===== src/rtl/bg_scroll_engine.sv =====
// Vertical background scroller: a tick divider advances a wrapped row offset and
// each advance triggers a full-frame ROM-to-VGA sweep at the new offset.
module bg_scroll_engine #(
  parameter int unsigned XSCREEN  = 160,
  parameter int unsigned YSCREEN  = 120,
  parameter int unsigned XW       = 8,
  parameter int unsigned YW       = 7,
  parameter int unsigned AW       = 15,
  parameter int unsigned COLOUR_W = 3,
  parameter int unsigned SPEED_W  = 3,
  parameter int unsigned TICK_DIV = 6250000
) (
  input  logic                CLOCK_50,
  input  logic                resetn,
  input  logic                enable,
  input  logic                dir,
  input  logic [SPEED_W-1:0]  speed,
  output logic [AW-1:0]       rom_addr,
  input  logic [COLOUR_W-1:0] rom_q,
  output logic [XW-1:0]       x,
  output logic [YW-1:0]       y,
  output logic [COLOUR_W-1:0] colour,
  output logic                plot,
  output logic                busy,
  output logic                frame_done,
  output logic [YW-1:0]       offset
);

  localparam int unsigned CNT_W = (TICK_DIV > 1) ? $clog2(TICK_DIV) : 1;
  localparam int unsigned OW    = YW + 1;
  localparam int unsigned BW    = AW + 1;
  localparam int unsigned FRAME = XSCREEN * YSCREEN;

  typedef enum logic [1:0] {S_IDLE, S_DRAW, S_FLUSH, S_DONE} state_t;

  state_t          state;
  logic [CNT_W-1:0] tick_cnt;
  logic            tick_c;
  logic            pending;
  logic [AW-1:0]   off_base;
  logic [XW-1:0]   px;
  logic [YW-1:0]   py;
  logic [YW-1:0]   src_row;
  logic [AW-1:0]   row_base;
  logic [XW-1:0]   ax;
  logic [YW-1:0]   ay;
  logic            addr_v;

  logic [OW-1:0]   off_sum_c;
  logic [OW-1:0]   off_next_c;
  logic [BW-1:0]   base_step_c;
  logic [BW-1:0]   base_sum_c;
  logic [BW-1:0]   base_next_c;

  // ROM data arrives aligned with the registered pixel coordinates
  assign colour = rom_q;

  assign tick_c = enable && (tick_cnt == CNT_W'(TICK_DIV - 1));

  always_ff @(posedge CLOCK_50 or negedge resetn) begin
    if (!resetn) begin
      tick_cnt <= '0;
    end else if (enable) begin
      tick_cnt <= tick_c ? '0 : tick_cnt + CNT_W'(1);
    end
  end

  // Next offset and its row base (offset*XSCREEN), each wrapped by one compare/subtract
  always_comb begin
    base_step_c = BW'(speed) * BW'(XSCREEN);
    off_sum_c   = '0;
    base_sum_c  = '0;
    if (!dir) begin
      off_sum_c  = OW'(offset) + OW'(speed);
      base_sum_c = BW'(off_base) + base_step_c;
    end else begin
      off_sum_c  = OW'(offset) + OW'(YSCREEN) - OW'(speed);
      base_sum_c = BW'(off_base) + BW'(FRAME) - base_step_c;
    end
    off_next_c  = (off_sum_c >= OW'(YSCREEN)) ? off_sum_c - OW'(YSCREEN) : off_sum_c;
    base_next_c = (base_sum_c >= BW'(FRAME)) ? base_sum_c - BW'(FRAME) : base_sum_c;
  end

  always_ff @(posedge CLOCK_50 or negedge resetn) begin
    if (!resetn) begin
      state      <= S_IDLE;
      pending    <= 1'b0;
      offset     <= '0;
      off_base   <= '0;
      px         <= '0;
      py         <= '0;
      src_row    <= '0;
      row_base   <= '0;
      ax         <= '0;
      ay         <= '0;
      addr_v     <= 1'b0;
      rom_addr   <= '0;
      x          <= '0;
      y          <= '0;
      plot       <= 1'b0;
      busy       <= 1'b0;
      frame_done <= 1'b0;
    end else begin
      plot       <= addr_v;
      x          <= ax;
      y          <= ay;
      addr_v     <= 1'b0;
      frame_done <= 1'b0;

      if (tick_c) begin
        offset   <= off_next_c[YW-1:0];
        off_base <= base_next_c[AW-1:0];
      end

      case (state)
        S_IDLE: begin
          if (pending) begin
            pending  <= 1'b0;
            src_row  <= offset;
            row_base <= off_base;
            px       <= '0;
            py       <= '0;
            busy     <= 1'b1;
            state    <= S_DRAW;
          end
        end
        S_DRAW: begin
          rom_addr <= row_base + AW'(px);
          ax       <= px;
          ay       <= py;
          addr_v   <= 1'b1;
          if (px == XW'(XSCREEN - 1)) begin
            px <= '0;
            py <= py + YW'(1);
            // Source row wraps independently of the screen row
            if (src_row == YW'(YSCREEN - 1)) begin
              src_row  <= '0;
              row_base <= '0;
            end else begin
              src_row  <= src_row + YW'(1);
              row_base <= row_base + AW'(XSCREEN);
            end
            if (py == YW'(YSCREEN - 1)) begin
              state <= S_FLUSH;
            end
          end else begin
            px <= px + XW'(1);
          end
        end
        S_FLUSH: begin
          state <= S_DONE;
        end
        S_DONE: begin
          busy       <= 1'b0;
          frame_done <= 1'b1;
          state      <= S_IDLE;
        end
        default: begin
          state <= S_IDLE;
        end
      endcase

      // A tick always leaves a frame owed, even when one is being started now
      if (tick_c) begin
        pending <= 1'b1;
      end
    end
  end

endmodule


===== config.mk =====
export PLATFORM = sky130hd
export DESIGN_NAME = bg_scroll_engine
export DESIGN_NICKNAME = d
export VERILOG_FILES = /design/src/rtl/bg_scroll_engine.sv
export SDC_FILE = /design/constraint.sdc
export NUM_CORES = 1
export LEC_CHECK = 0
export ABC_CLOCK_PERIOD_IN_PS = 4560
export CAP_MARGIN = 20
export CORE_MARGIN = 2
export CORE_UTILIZATION = 30
export CTS_CLUSTER_DIAMETER = 200
export DETAILED_ROUTE_END_ITERATION = 7
export PLACE_DENSITY = 0.55
export REMOVE_ABC_BUFFERS = 1
export SETUP_SLACK_MARGIN = 0.4
export SLEW_MARGIN = 20
export SYNTH_ARGS = -nofsm -noshare
export SYNTH_HDL_FRONTEND = slang
export SYNTH_SLANG_ARGS = --single-unit

===== constraint.sdc =====
create_clock -name CLOCK_50 -period 4.56 [get_ports CLOCK_50]
set_input_delay 0.684 -clock CLOCK_50 [delete_from_list [all_inputs] [get_ports CLOCK_50]]
set_output_delay 0.684 -clock CLOCK_50 [all_outputs]
set_load 0.01 [all_outputs]

==> results_dict.tcl, run 1 <==
set metrics [dict create \
    grt_use_total 0.136 \
    synthesis.area_sq_um 7810 \
    wl_per_cell_microns 14.3 \
    r2r_end "off_base[11]" \
    cts_root_buf "clkbuf_16" \
    slew_headroom 0.476 \
    cts_resized 0 \
    area_growth_pct 20.1 \
    required_ps 4880 \
    setup_slack_ps 581 \
    synth_top_area_frac 0.413 \
    cts_tree "yes" \
    r2r_cells 11 \
    dp_hpwl_mm 12.8 \
    yosysSeqAreaShare 0.413 \
    worst_pin_slew_ps 780 \
    portBuffers 46 \
    fin_setup_tns_ps 0 \
    drive_gt1_frac 0.111 \
    synth_xor_area_frac 0.0549 \
    synthAdderAreaFrac 0.105 \
    crit_path_start_kind "input pin" \
    cts_htree_levels 4 \
    hold_buffers 0 \
    setup_viol 0 \
    synth_top_family_by_area "compound AO/OA/AOI/OAI gates" \
    overflow 0 \
    antenna_found_initial 0 \
    totalWireLength_mm 17.6 \
    grt_pass1_wl_mm 29.6 \
    synth_area_leader_cell "dfrtp_1" \
    clockBufferDepth 2 \
    ys_ff_latch 129 \
    yosys_warnings 0 \
    firstDrtPassIters 7 \
    diodes 0 \
    dieWidth_microns 165 \
    num_rows 59 \
    core-area_sq_um 25800 \
    arrival_ps 4300 \
    routed-via-count 6082 \
    fin_area_sq_um 9380 \
    post-route-drc-count 0 \
    synth-edff-count 0 \
    yosysMostFrequentCell "dfrtp_1" \
    synth_compound_area_frac 0.173 \
    path_clk_slew_ps 60 \
    ioPinCount 53 \
    rr_startpoint "off_base[6]" \
    die_h_microns 165 \
    total_power_mw 2.75 \
    viasPerCell 4.94 \
    ff2ff_setup_slack_ps 1060 \
    synthFlopType "dfrtp_1" \
    ys_async_sr_fraction 1.00 \
    synth_cell_types 72 \
    drt_iter0_drc 422 \
    fin_crit_sh 0.872 \
    postRouteAntennaNets 0 \
    nNetsFinal 957 \
    cellPowerDensity_nw_per_um2 293 \
    cts_buffers 17 \
    post_cts_buffers 0 \
    synth.area.top_cells "dfrtp_1 41%, ha_1 9.4%, nand2_1 3.7%" \
    synth-simple-area-share 0.159 \
    clock.fmax_mhz 251 \
    insertion_delay_ps 420 \
    place_area_sq_um 8740 \
    grt_pass1_vias 5760 \
    muxShareOfSynthArea 0.0485 \
    p_leak_nw 4.20 \
    min_path_type "input pin to asynchronous set/reset pin" \
    avgSynthCellArea_sq_um 9.46 \
    drv_slew 0 \
    final.setup_skew_ps 12.1 \
    hold_slack_ps 143 \
    critPathCaptureType "flop" \
    die_area_sq_um 27400 \
    pre_cts_ws_ps -10.9 \
    initial_core_util 0.302 \
    critPathMaxFanout 7 \
    rsz0062_at_grt "no" \
    period_needed_ps 3980 \
    drv_cap 0 \
    clock-sinks 129 \
    synth_cells 826 \
    crit_type "input pin to flop" \
    synth_common_cells "129 x dfrtp_1, 78 x nand2_1, 59 x ha_1, 58 x inv_1, 58 x o21ai_0" \
    irDropWorstVdd_mv 0.230 \
    gp_congestion 0.859 \
    status "finished, final reports clean" \
    grt_max_degree 107 \
    hold_viol 0 \
]
-- per-stage QoR --
stage                      util  cells
after floorplan               -    794
after global placement    0.338   1199
after detailed placement  0.338   1199
after CTS                 0.361   1231
after global routing      0.363   1232
final                     0.363   1232
-- area by class of cell --
class / instances / area (sq um)
Clock buffer: 18 / 439
Clock inverter: 14 / 140
Fill cell: 2592 / 16500
Inverter: 58 / 218
Multi-Input combinational cell: 607 / 4270
Sequential cell: 129 / 3230
Tap cell: 335 / 419
Timing Repair Buffer: 71 / 672
-- critical path: stages --
cell and delay (ps):
clkdlybuf4s50_1 540, ha_1 270, ha_1 300, inv_1 40, ha_1 280, and3_4 190, a221oi_2 320, xor2_1 170
mux2i_1 120, ha_1 250, a21o_1 190, a2111o_1 520, and4_4 210, o31ai_2 190
-- layer usage --
metal,vias to the layer above,part of all wire,global-route usage
met3,14,0.038,0.0272
met5,-,0,0
li1,3071,-,-
met4,0,0.012,0.0423
met2,112,0.46,0.215
met1,2885,0.49,0.187
-- cell usage in the layout (no fill, tap or decap), drive strengths merged, types with 4 or more instances in the layout --
| cell type | instances |
|---|---|
| dfrtp | 129 |
| nand2 | 78 |
| inv | 67 |
| o21ai | 65 |
| ha | 59 |
| nor2 | 56 |
| clkdlybuf4s50 | 44 |
| a21oi | 42 |
| nand3 | 37 |
| xnor2 | 31 |
| buf | 26 |
| mux2 | 23 |
| xor2 | 18 |
| nor3 | 18 |
| clkbuf | 18 |
| mux2i | 12 |
| nor2b | 11 |
| and3 | 10 |
| a21o | 9 |
| o211ai | 9 |
| o21a | 9 |
| o31ai | 9 |
| or3 | 8 |
| a31oi | 7 |
| a211oi | 7 |
| nand4 | 6 |
| nand4b | 6 |
| and2 | 5 |
| and4 | 5 |
| nand2b | 4 |
| a22o | 4 |
| nor4 | 4 |
| a22oi | 4 |
| fa | 4 |
-- worst max path at each step --
stage / start / endpoint / slack, ps
after floorplan: speed[0] / off_base[11] / 690
after global placement: speed[2] / off_base[11] / 100
after detailed placement: speed[2] / off_base[11] / -10
after CTS: speed[2] / off_base[11] / 430
after global routing: speed[2] / off_base[10] / 430
final: speed[2] / off_base[11] / 580
-- flip-flops by register name, summed over array words and instances, names as in the netlist, 2 cells and up --
signal / count
row_base: 13
off_base: 12
state: 2
rom_addr: 15
ay: 7
ax: 8
offset: 7
py: 7
px: 8
y: 7
x: 8
src_row: 7
tick_cnt: 23
-- logic make-up after synthesis --
family,count (synthesis)
AND/OR/NAND/NOR,256
AO/OA/AOI/OAI,204
flip-flops,129
buffers and inverters,90
adder cells (fa/ha/maj),63
XOR/XNOR,49
multiplexers,35
-- power by group --
part | leakage [nW] | switching [mW] | internal [mW]
Sequential | 1.63 | 0.0232 | 1.17
Clock | 0.287 | 0.555 | 0.783
Combinational | 2.29 | 0.125 | 0.0902
Power figures use the tool's default switching activity.
==> inputs of run 2 (changes only) <==
Settings changed: CTS_BUF_LIST set to sky130_fd_sc_hd__clkbuf_4 sky130_fd_sc_hd__clkbuf_8 sky130_fd_sc_hd__clkbuf_16.
==> results of run 2 <==
Same layout as run 1: the final DEF is identical, and so are final timing and power.
